--- config.mk ---
export PLATFORM = sky130hd
export DESIGN_NAME = di_loopback_fifo_terminal
export DESIGN_NICKNAME = d
export VERILOG_FILES = /design/src/rtl/di_loopback_fifo_terminal_pkg.sv /design/src/rtl/di_sync_fifo_ram.sv /design/src/rtl/di_loopback_fifo_terminal.sv
export SDC_FILE = /design/constraint.sdc
export NUM_CORES = 1
export LEC_CHECK = 0
export ABC_CLOCK_PERIOD_IN_PS = 8500
export CORE_MARGIN = 4
export CORE_UTILIZATION = 63
export DETAILED_ROUTE_END_ITERATION = 12
export PLACE_DENSITY = 0.93
export SLEW_MARGIN = 20
export SYNTH_ARGS = -nofsm -noshare
export SYNTH_HDL_FRONTEND = slang
export SYNTH_SLANG_ARGS = --single-unit
--- constraint.sdc ---
create_clock -name ifclk -period 8.5 [get_ports ifclk]
set_clock_uncertainty 0.05 [all_clocks]
set_input_delay 2.55 -clock ifclk [delete_from_list [all_inputs] [get_ports ifclk]]
set_output_delay 2.55 -clock ifclk [all_outputs]
set_load 0.01 [all_outputs]
--- src/rtl/di_loopback_fifo_terminal_pkg.sv ---
// Shared definitions for the di_* loopback FIFO terminal: register map,
// STATUS bit layout and read-side FSM encoding.
package di_loopback_fifo_terminal_pkg;

   localparam int unsigned DW = 16;

   // Register addresses within the terminal
   localparam logic [31:0] DI_FIFO_DATA   = 32'd0;
   localparam logic [31:0] DI_FIFO_COUNT  = 32'd1;
   localparam logic [31:0] DI_FIFO_STATUS = 32'd2;

   // STATUS write bits
   localparam int unsigned ST_BIT_FLUSH = 0;
   localparam int unsigned ST_BIT_CLEAR = 1;

   // STATUS read bits
   localparam int unsigned ST_BIT_OVERFLOW  = 0;
   localparam int unsigned ST_BIT_UNDERFLOW = 1;

   // Read-side FSM: RAM has 1-cycle read latency into the output register
   typedef enum logic [1:0] {
      RD_EMPTY = 2'd0,
      RD_FETCH = 2'd1,
      RD_VALID = 2'd2
   } rd_state_e;

   // Pack the sticky flags into the STATUS read word
   function automatic logic [DW-1:0] status_word(input logic ovf, input logic unf);
      logic [DW-1:0] w;
      w = '0;
      w[ST_BIT_OVERFLOW]  = ovf;
      w[ST_BIT_UNDERFLOW] = unf;
      return w;
   endfunction

endpackage

--- src/rtl/di_sync_fifo_ram.sv ---
// DEPTH x 16 simple dual-port RAM with synchronous 1-cycle read, plus the
// write/read pointers and occupancy count that turn it into a FIFO store.
module di_sync_fifo_ram
   import di_loopback_fifo_terminal_pkg::*;
#(
   parameter int unsigned DEPTH = 16,
   localparam int unsigned AW = $clog2(DEPTH),
   localparam int unsigned CW = AW + 1
) (
   input  logic          ifclk,
   input  logic          resetb,
   input  logic          push,
   input  logic [DW-1:0] wdata,
   input  logic          rd_en,
   input  logic          flush,
   output logic [DW-1:0] rdata,
   output logic [CW-1:0] ram_cnt,
   output logic          ram_full
);

   logic [DW-1:0] mem [DEPTH];
   logic [DW-1:0] rdata_q;
   logic [AW-1:0] wptr_q, wptr_d;
   logic [AW-1:0] rptr_q, rptr_d;
   logic [CW-1:0] cnt_q, cnt_d;
   logic          do_push;
   logic          do_rd;

   assign ram_cnt  = cnt_q;
   assign ram_full = (cnt_q == CW'(DEPTH));
   assign rdata    = rdata_q;

   // Pointer and count next-state; flush empties the store and beats push/read
   always_comb begin
      do_push = push && !ram_full && !flush;
      do_rd   = rd_en && (cnt_q != '0) && !flush;
      wptr_d  = wptr_q;
      rptr_d  = rptr_q;
      cnt_d   = cnt_q;
      if (flush) begin
         wptr_d = '0;
         rptr_d = '0;
         cnt_d  = '0;
      end else begin
         if (do_push) wptr_d = wptr_q + AW'(1);
         if (do_rd)   rptr_d = rptr_q + AW'(1);
         cnt_d = cnt_q + CW'(do_push) - CW'(do_rd);
      end
   end

   // Storage array and registered read port; contents need no reset
   always_ff @(posedge ifclk) begin
      if (do_push) mem[wptr_q] <= wdata;
      if (do_rd)   rdata_q     <= mem[rptr_q];
   end

   // Pointer/count registers
   always_ff @(posedge ifclk) begin
      if (!resetb) begin
         wptr_q <= '0;
         rptr_q <= '0;
         cnt_q  <= '0;
      end else begin
         wptr_q <= wptr_d;
         rptr_q <= rptr_d;
         cnt_q  <= cnt_d;
      end
   end

endmodule

--- src/rtl/di_loopback_fifo_terminal.sv ---
// Loopback FIFO terminal on the di_* bus: host writes words to DATA and
// reads them back in order, with COUNT/STATUS snapshot registers.
module di_loopback_fifo_terminal
   import di_loopback_fifo_terminal_pkg::*;
#(
   parameter logic [15:0] TERM_ADDR = 16'h0010,
   parameter int unsigned DEPTH     = 16
) (
   input  logic          ifclk,
   input  logic          resetb,
   input  logic [15:0]   di_term_addr,
   input  logic [31:0]   di_reg_addr,
   input  logic [DW-1:0] di_reg_datai,
   input  logic          di_read_req,
   input  logic          di_read,
   input  logic          di_write,
   input  logic          di_read_mode,
   input  logic          di_write_mode,
   output logic [DW-1:0] di_reg_datao,
   output logic          di_read_rdy,
   output logic          di_write_rdy,
   output logic [15:0]   fifo_count,
   output logic          overflow,
   output logic          underflow
);

   localparam int unsigned CW = $clog2(DEPTH) + 1;

   rd_state_e     state_q, state_d;
   logic [DW-1:0] out_data_q, out_data_d;
   logic [DW-1:0] snap_q, snap_d;
   logic          snap_pending_q, snap_pending_d;
   logic          overflow_q, overflow_d;
   logic          underflow_q, underflow_d;
   logic [15:0]   count_q, count_d;

   logic          sel, is_data, is_count, is_status;
   logic          push, pop, ovf_set, unf_set, flush, clear, snap_req;
   logic          rd_en, out_valid;
   logic [CW-1:0] ram_cnt;
   logic          ram_full;
   logic [DW-1:0] ram_rdata;
   logic          unused_mode;

   assign unused_mode = di_read_mode ^ di_write_mode;

   di_sync_fifo_ram #(.DEPTH(DEPTH)) u_ram (
      .ifclk    (ifclk),
      .resetb   (resetb),
      .push     (push),
      .wdata    (di_reg_datai),
      .rd_en    (rd_en),
      .flush    (flush),
      .rdata    (ram_rdata),
      .ram_cnt  (ram_cnt),
      .ram_full (ram_full)
   );

   // Address decode and per-cycle bus events
   always_comb begin
      sel       = (di_term_addr == TERM_ADDR);
      is_data   = (di_reg_addr == DI_FIFO_DATA);
      is_count  = (di_reg_addr == DI_FIFO_COUNT);
      is_status = (di_reg_addr == DI_FIFO_STATUS);
      out_valid = (state_q == RD_VALID);
      push      = sel && is_data && di_write && !ram_full;
      ovf_set   = sel && is_data && di_write && ram_full;
      pop       = sel && is_data && di_read && out_valid;
      unf_set   = sel && is_data && di_read && !out_valid;
      flush     = sel && is_status && di_write && di_reg_datai[ST_BIT_FLUSH];
      clear     = sel && is_status && di_write && di_reg_datai[ST_BIT_CLEAR];
      snap_req  = sel && di_read_req && !is_data;
   end

   // Read FSM: pull the RAM head into the output register, one word per pop
   always_comb begin
      state_d    = state_q;
      out_data_d = out_data_q;
      rd_en      = 1'b0;
      unique case (state_q)
         RD_EMPTY: begin
            if (ram_cnt != '0) begin
               rd_en   = 1'b1;
               state_d = RD_FETCH;
            end
         end
         RD_FETCH: begin
            out_data_d = ram_rdata;
            state_d    = RD_VALID;
         end
         RD_VALID: begin
            if (pop) begin
               if (ram_cnt != '0) begin
                  rd_en   = 1'b1;
                  state_d = RD_FETCH;
               end else begin
                  state_d = RD_EMPTY;
               end
            end
         end
         default: state_d = RD_EMPTY;
      endcase
      if (flush) begin
         state_d = RD_EMPTY;
         rd_en   = 1'b0;
      end
   end

   // Occupancy, sticky flags and COUNT/STATUS snapshot
   always_comb begin
      count_d        = count_q;
      overflow_d     = overflow_q;
      underflow_d    = underflow_q;
      snap_d         = snap_q;
      snap_pending_d = snap_pending_q;
      if (flush) count_d = '0;
      else       count_d = count_q + 16'(push) - 16'(pop);
      if (ovf_set) overflow_d  = 1'b1;
      if (unf_set) underflow_d = 1'b1;
      if (clear) begin
         overflow_d  = 1'b0;
         underflow_d = 1'b0;
      end
      if (snap_req) begin
         snap_pending_d = 1'b1;
         if (is_count)       snap_d = count_q;
         else if (is_status) snap_d = status_word(overflow_q, underflow_q);
         else                snap_d = '0;
      end
   end

   // State registers
   always_ff @(posedge ifclk) begin
      if (!resetb) begin
         state_q        <= RD_EMPTY;
         out_data_q     <= '0;
         snap_q         <= '0;
         snap_pending_q <= 1'b0;
         overflow_q     <= 1'b0;
         underflow_q    <= 1'b0;
         count_q        <= '0;
      end else begin
         state_q        <= state_d;
         out_data_q     <= out_data_d;
         snap_q         <= snap_d;
         snap_pending_q <= snap_pending_d;
         overflow_q     <= overflow_d;
         underflow_q    <= underflow_d;
         count_q        <= count_d;
      end
   end

   assign di_write_rdy = sel && (!is_data || !ram_full);
   assign di_read_rdy  = sel && (is_data ? out_valid : (snap_pending_q && !di_read_req));
   assign di_reg_datao = is_data ? (out_valid ? out_data_q : '0) : snap_q;
   assign fifo_count   = count_q;
   assign overflow     = overflow_q;
   assign underflow    = underflow_q;

endmodule

# == Word level (Yosys, flattened, before mapping) ==
# Memories as Yosys holds them, arrays and structs flattened. A register that Yosys moved wholly into a read port is not among the register bits.
# Index checks and enable logic that the tools add are counted.
# classes
eq_ne,8
bitwise_logic,1
reduce_logical,32
n_addsub,6
mux,15
# ops
operator,count
two-way mux 16 bit,3
equality test 32 x 1 -> 1 bit (second input constant),1
equality test 32 x 2 -> 1 bit (second input constant),1
logical NOT 32 bit,1
logical AND 1 bit,20
adder 16 x 1 -> 16 bit,1
equality test 16 x 5 -> 1 bit (second input constant),1
subtractor 16 x 1 -> 16 bit,1
adder 4 x 1 -> 4 bit (second input constant),2
two-way mux 1 bit,7
two-way mux 2 bit,3
case mux 2 bit (3 select lines),1
adder 5 x 1 -> 5 bit,1
equality test 5 bit (second input constant),1
logical NOT 1 bit,5
nonzero test 5 bit,1
subtractor 5 x 1 -> 5 bit,1
inequality test 2 bit (second input constant),2
OR reduction 2 bit,2
equality test 2 x 1 -> 1 bit (second input constant),1
equality test 2 bit (second input constant),1
logical NOT 2 bit,1
case mux 1 bit (2 select lines),1
AND reduction 2 bit,1
other kinds (2),2
# word_totals
out_inout_bits,36
inputBits,71
n_memories,1
reg_bits,66
elab_cells,73
mem_bits_rw,256
# mem_list
name,words,word_bits,rd,rd_clocked_by_memory_dff,write_ports,line,rtl
u_ram.mem,16,16,1,1,1,di_sync_fifo_ram.sv:21,logic [DW-1:0] mem [DEPTH];

# == Depth between registers and ports, before layout ==
# Gate-level depths: netlist of the first run.
# logic_depth
word_depth,10
depth_mapped,17

# == Hierarchy ==
# Synthesis of the first run repeated with hierarchy kept, for this count alone.
# unflattened
hier_cells,922
area_unflattened_um2,14091.0
# by_module_without_submodules
module,n_inst,area_per_inst_um2,cells_each
di_sync_fifo_ram,1,11015.6,516
di_loopback_fifo_terminal,1,3075.4,406

# == Least setup slack after synthesis of the first run ==
# OpenSTA, ideal clock, no wires.
# synth_path
path_kind,input-to-output
from,input di_reg_addr[9]
to,output di_reg_datao[10]
required_ns,5.900
t_arrival_ns,4.263
slack_ns,1.637
path_stages,8
path_buffers,2
path_cell_list,nor4_1 > nand2_1 > or4_1 > buf_6 > nor2_2 > buf_4 > nand3_1 > nand2_1
# synth_between
elab_chain_cells,2
# synth_rtl
element,line,rtl
"start, declared",di_loopback_fifo_terminal.sv:12,"input logic [31:0] di_reg_addr,"
logical NOT 32 bit,di_loopback_fifo_terminal.sv:62,is_data = (di_reg_addr == DI_FIFO_DATA);
two-way mux 16 bit,di_loopback_fifo_terminal.sv:155,assign di_reg_datao = is_data ? (out_valid ? out_data_q : '0) : snap_q;
"end, declared",di_loopback_fifo_terminal.sv:19,"output logic [DW-1:0] di_reg_datao,"
# Every way passes these cells.

# == Final worst setup path of the first run ==
# layout_path
from,input di_reg_addr[5]
to,output di_reg_datao[9]
# Same word-level chain as after synthesis.

==> results of run 1 <==
-- worst max-delay path by stage --
stage	start	to	slack [ps]
2_1_floorplan	di_reg_addr[9]	di_reg_datao[10]	1640
3_3_place_gp	di_reg_addr[5]	di_reg_datao[9]	750
3_5_place_dp	di_reg_addr[5]	di_reg_datao[9]	730
4_1_cts	di_reg_addr[5]	di_reg_datao[9]	710
5_1_grt	di_reg_addr[5]	di_read_rdy	570
6_report	di_reg_addr[5]	di_reg_datao[9]	740
-- area by class of cell --
cell class	count	area share [%]
Multi-Input combinational cell	457	25.50
Inverter	34	0.7828
Clock inverter	15	0.7521
Sequential cell	338	58.24
Tap cell	280	2.149
Clock buffer	43	5.556
Timing Repair Buffer	114	7.015
-- cells in the final DEF, fill, tap and decap left out, types with 9 or more instances in the layout --
cell | Yosys | routed
edfxtp_1 | 272 | 272
clkdlybuf4s50_1 | 0 | 104
nand2_1 | 95 | 95
mux4_2 | 80 | 80
dfxtp_1 | 66 | 63
nor2_1 | 46 | 46
clkbuf_16 | 0 | 34
a21oi_1 | 33 | 33
inv_1 | 31 | 31
ha_1 | 27 | 27
nand3_1 | 22 | 22
a22oi_1 | 14 | 14
o21ai_0 | 10 | 10
and3_2 | 0 | 9
-- layer usage --
layer	share of wire (%)	global-route usage, %
met1	36	35.35
met2	52	48.02
met3	8.1	4.646
met4	4.0	10.79
met5	0.039	0
-- registers in the layout, summed over array words and instances (netlist names) --
| signal | count |
|---|---|
| u_ram.rptr_q | 4 |
| underflow | 1 |
| snap_q | 16 |
| snap_pending_q | 1 |
| u_ram.wptr_q | 4 |
| u_ram.ram_cnt | 5 |
| out_data_q | 16 |
| u_ram.rdata | 16 |
| state_q | 2 |
| fifo_count | 16 |
| u_ram.mem | 256 |
| overflow | 1 |
-- critical path, delay by kind of cell --
family	cells	cell delay [ps]
buffers and inverters	3	1160
and+or+nand+nor	6	1430
-- kinds of logic after synthesis --
kind of cell	Yosys count	synth area share, %
DFF	338	68.05
and+or+nand+nor	239	8.363
adders and majority gates	29	2.710
xor gates and xnor gates	12	0.7537
buffers and inverters	72	2.288
muxes	88	13.49
AOI/OAI and AO/OA	89	4.343
-- per-stage QoR --
step	instance area, sq um	hold WS [ps]	std cells	setup WS, ps
after global routing	16300	435.2	1281	573.6
after detailed placement	15220	402.5	1221	727.5
after floorplan	13940	382.1	867	1637
final	16300	410.4	1281	736.8
after global placement	15210	391.8	1221	750.9
after CTS	16250	409.2	1279	715.0
-- power by group --
group	total, uW	switching, uW	internal, uW
registers	1990	85.3	1900
logic	827	407	420
clock network	1410	619	790
total	4220	1110	3110
==> out/results.ini, run 1 <==
[run_status]
status = finished clean

[sta]
worstMarginPinSlew_ps = 1145
finalHoldViolations = 0
finalSetupViolCount = 0
rsz0062_at_grt = no
maxSlewHeadroom_pct = 23.67
drv_slew = 0
fmax_mhz = 128.8
fin_crit_sh_pct = 91.33
finalSetupTns_ps = 0
min_period_ps = 7763

[global_route]
grt_pass1_vias = 8334
grt_overflow = 0
antenna_found_initial = 1
grt_pass1_wl_um = 50180
grt_max_degree = 68
gr-usage-all-layers_pct = 27.70

[cells_and_area]
n_fill_cell = 1206
multi_input_area_sq_um = 4158
utilization_pct = 74.70
diodes = 0
final-seq-area_sq_um = 9495
drive_above_1_share_pct = 16.68
area_growth_pct = 16.91
nets = 1079

[synth]
syn-num-nets = 967
async_reset_ff_share_pct = 0
yosysMostFrequentCell = edfxtp_1
yosysTopAreaCell = edfxtp_1
synthTopCellsByCount = edfxtp_1 (272), nand2_1 (95), mux4_2 (80)
ys_seq_area_share_pct = 68.05
synth_cell_types = 56
yosys-top-cells-area = edfxtp_1 (59%), mux4_2 (13%), dfxtp_1 (9.5%), nand2_1 (2.6%), ha_1 (2.4%)
yosysTopAreaCellShare_pct = 58.57
syn_inst = 867
ys.flop_type = edfxtp_1
netlist_area_sq_um = 13940
yosys_warnings = 0
synth-seq-cells = 338
synth_edf_count = 272
syn_area_per_cell_sq_um = 16.08

[setup_path]
ff2ff_path_depth = 13
timing.rr.start = state_q[1]
crit_path_cell_trace = clkdlybuf4s50_1 -> nor4_1 -> nand2_1 -> or4_1 -> nor2_2 -> buf_4 -> nand3_1 -> nand2_1 -> clkdlybuf4s50_1
critical_path_class = input pin to output pin
r2r-end = fifo_count[12]
required_ps = 5900
worstPathMaxFanout = 18
critPathSlowestCell = or4_1
critPathArrivalTime_ps = 5160
endpoint_kind = output pin
start_kind = input pin
critPathMaxStageDelay_ps = 570
r2r_slack_ps = 4590

[routing]
drt_iter0_markers = 828
via_per_inst = 6.394
drc = 0
via_count = 8191
wire_per_inst_um = 26.05
ant_nets = 0
routed_wl_um = 33370
dr.pass1.iters = 7

[cts]
cts_setup_buffers = 0
cts_num_sinks = 338
root_buffer = clkbuf_16
cts_buffers = 34
cts_buffer_depth = 3
clock_latency_ps = 530
htree_levels = 2
cts_resized = 0
cts_tree = yes
clkTransAtPathRegs_ps = 60
holdBufCountCts = 0

[pwr]
leakagePower_uw = 0.005500
powerDensity_nw_per_um2 = 259.1
max-vdd-ir-drop_uv = 190.5
total_power_uw = 4225

[floorplanning]
num_rows = 54
die_y_um = 156.8
core_area_sq_um = 21820
dieArea_sq_um = 24580
pin_count = 107
die_width_um = 156.8
initial_core_util_pct = 63.90

[worst_hold_path]
min-delay-start = snap_q[1]
whs_path_depth = 2
hold_path_end = snap_q[1]
hp-class = flop to flop

[placed_design]
hpwl_um = 18480
gp_congestion = 0.8377
placement.io_buffers = 104

[run]
maxCapViolCount = 0

(Power assumes the default switching activity.)
==> inputs of run 2 (changes only) <==
- CORE_UTILIZATION: 63 -> 50
- DONT_BUFFER_PORTS: default -> 1
- PLACE_DENSITY: 0.93 -> 0.73
==> out/results.ini, run 2 (synthesis gave the netlist of run 1 again) <==
[cts]
cts_num_sinks = 338  ; unchanged
cts_resized = 0  ; unchanged
cts_buffers = 34  ; unchanged
holdBufCountCts = 0  ; unchanged
clkTransAtPathRegs_ps = 50  ; about the same
cts_buffer_depth = 3  ; unchanged
cts_tree = yes
cts_setup_buffers = 0  ; unchanged
htree_levels = 2  ; unchanged
clock_latency_ps = 510  ; -20 ps
root_buffer = clkbuf_16

[floorplanning]
initial_core_util_pct = 51.31  ; -13 points
num_rows = 60  ; +11%
core_area_sq_um = 27180  ; +25%
die_width_um = 175  ; +12%
pin_count = 107  ; unchanged
die_y_um = 175  ; +12%
dieArea_sq_um = 30630  ; +25%

[placed_design]
gp_congestion = 0.8004  ; -4.5%
placement.io_buffers = 0  ; -100%
hpwl_um = 17020  ; -7.9%

[routing]
drt_iter0_markers = 639  ; -23%
wire_per_inst_um = 22.86  ; -12%
top_layer_used = met5
dr.pass1.iters = 6  ; -1
met2_length_um = 13840  ; -20%
via_count = 7516  ; -8.2%
wl_met3_um = 2323  ; -14%
ant_nets = 0  ; unchanged
met1_length_um = 12480  ; +2.9%
via_per_inst = 5.886  ; -8.0%
routed_wl_um = 29200  ; -13%
drc = 0  ; unchanged

[sta]
fmax_mhz = 134.2  ; +4.2%
rsz0062_at_grt = no
finalSetupTns_ps = 0  ; unchanged
finalSetupViolCount = 0  ; unchanged
worstMarginPinSlew_ps = 1180  ; +35.29 ps
drv_slew = 0  ; unchanged
finalHoldViolations = 0  ; unchanged
fin_crit_sh_pct = 87.64  ; -3.7 points
min_period_ps = 7449  ; -313.8 ps
maxSlewHeadroom_pct = 21.21  ; -2.5 points

[global_route]
grt_max_degree = 68  ; unchanged
grt_pass1_wl_um = 45050  ; -10%
grt_overflow = 0  ; unchanged
gr-usage-all-layers_pct = 19.13  ; -8.6 points
antenna_found_initial = 1  ; unchanged
grt_pass1_vias = 7515  ; -9.8%

[worst_hold_path]
hp-class = flop to flop

[setup_path]
crit_path_cell_trace = nor4_1 -> nand2_1 -> or4_1 -> nor2_2 -> nand2_1 -> a21boi_0
worstPathMaxFanout = 19  ; +1
critical_path_class = input pin to output pin
critPathSlowestCell = or4_1
cpMostUsedCell = nand2_1
start_kind = input pin
endpoint_kind = output pin
critPathMaxStageDelay_ps = 740  ; +170 ps
critPathArrivalTime_ps = 4850  ; -310 ps
required_ps = 5900  ; about the same

[cells_and_area]
drive_above_1_share_pct = 17.90  ; +1.2 points
diodes = 0  ; unchanged
n_fill_cell = 2049  ; +70%
largest_register_ffs = 256  ; unchanged
top_register = u_ram.mem
area_growth_pct = 10.48
final-seq-area_sq_um = 9494  ; about the same
multi_input_area_sq_um = 4146  ; -0.27%
final_cell_mix = edfxtp_1 (272), nand2_1 (95), mux4_2 (80)
utilization_pct = 56.69  ; -18 points
nets = 980  ; -9.2%
final_common_cell = edfxtp_1

[run_status]
status = finished clean

[pwr]
leakagePower_uw = 0.005145  ; -6.4%
max-vdd-ir-drop_uv = 207.7  ; +9.0%
total_power_uw = 4139  ; -2.0%
powerDensity_nw_per_um2 = 268.7  ; +3.7%

[run]
maxCapViolCount = 0  ; unchanged

[run 2: changes by cell type in the layout (fill, tap and decap cells not counted), moves of 2 or more]
cell and change:
and3_2 -9, clkbuf_8 -2, and3_1 +9, buf_4 +7
clkbuf_1 +3, clkdlybuf4s50_1 -104
[run 2: routing by layer]
layer	up-vias	global-route usage, %
met3	45	4.024
met4	2	4.386
met5	-	0
met1	3793	27.42
li1	3364	-
met2	312	30.64
[run 2: per-stage QoR]
stage	worst slack, ps	area (sq um)	hold WS, ps	instances
floorplan	1637	13940	382.1	867
global placement	1063	14340	392.8	1216
detailed placement	1032	14340	403.8	1216
CTS	1025	15400	412.3	1277
global route	878.0	15410	427.4	1277
finish	1051	15410	411.4	1277
[run 2: critical path: cells and delay by family]
family,cells,cell delay (ps)
simple gates,5,1910
compound gates,1,370
[run 2: path summary, 6_finish.rpt]
path | from | to | slack [ps] | cells past startpoint
worst max register to register | u_ram.ram_cnt[2] | fifo_count[12] | 4820 | 16
worst min register to register | snap_q[0] | snap_q[0] | 410 | 2
worst min-delay path | snap_q[0] | snap_q[0] | 410 | 2
worst max-delay path | di_reg_addr[9] | di_read_rdy | 1050 | 6
[run 2: power breakdown]
| group | switching (uW) | internal (uW) |
|---|---|---|
| combinational | 357 | 379 |
| clock | 602 | 821 |
| sequential | 75.7 | 1900 |
| total | 1030 | 3100 |
[run 2: layout make-up]
class | count | share of cell area (%)
sequential | 338 | 61.63
multi-input combinational | 457 | 26.91
clock buffer | 44 | 5.904
tap | 372 | 3.021
clock inverter | 17 | 0.9746
inverter | 34 | 0.8284
timing repair buffer | 15 | 0.7309
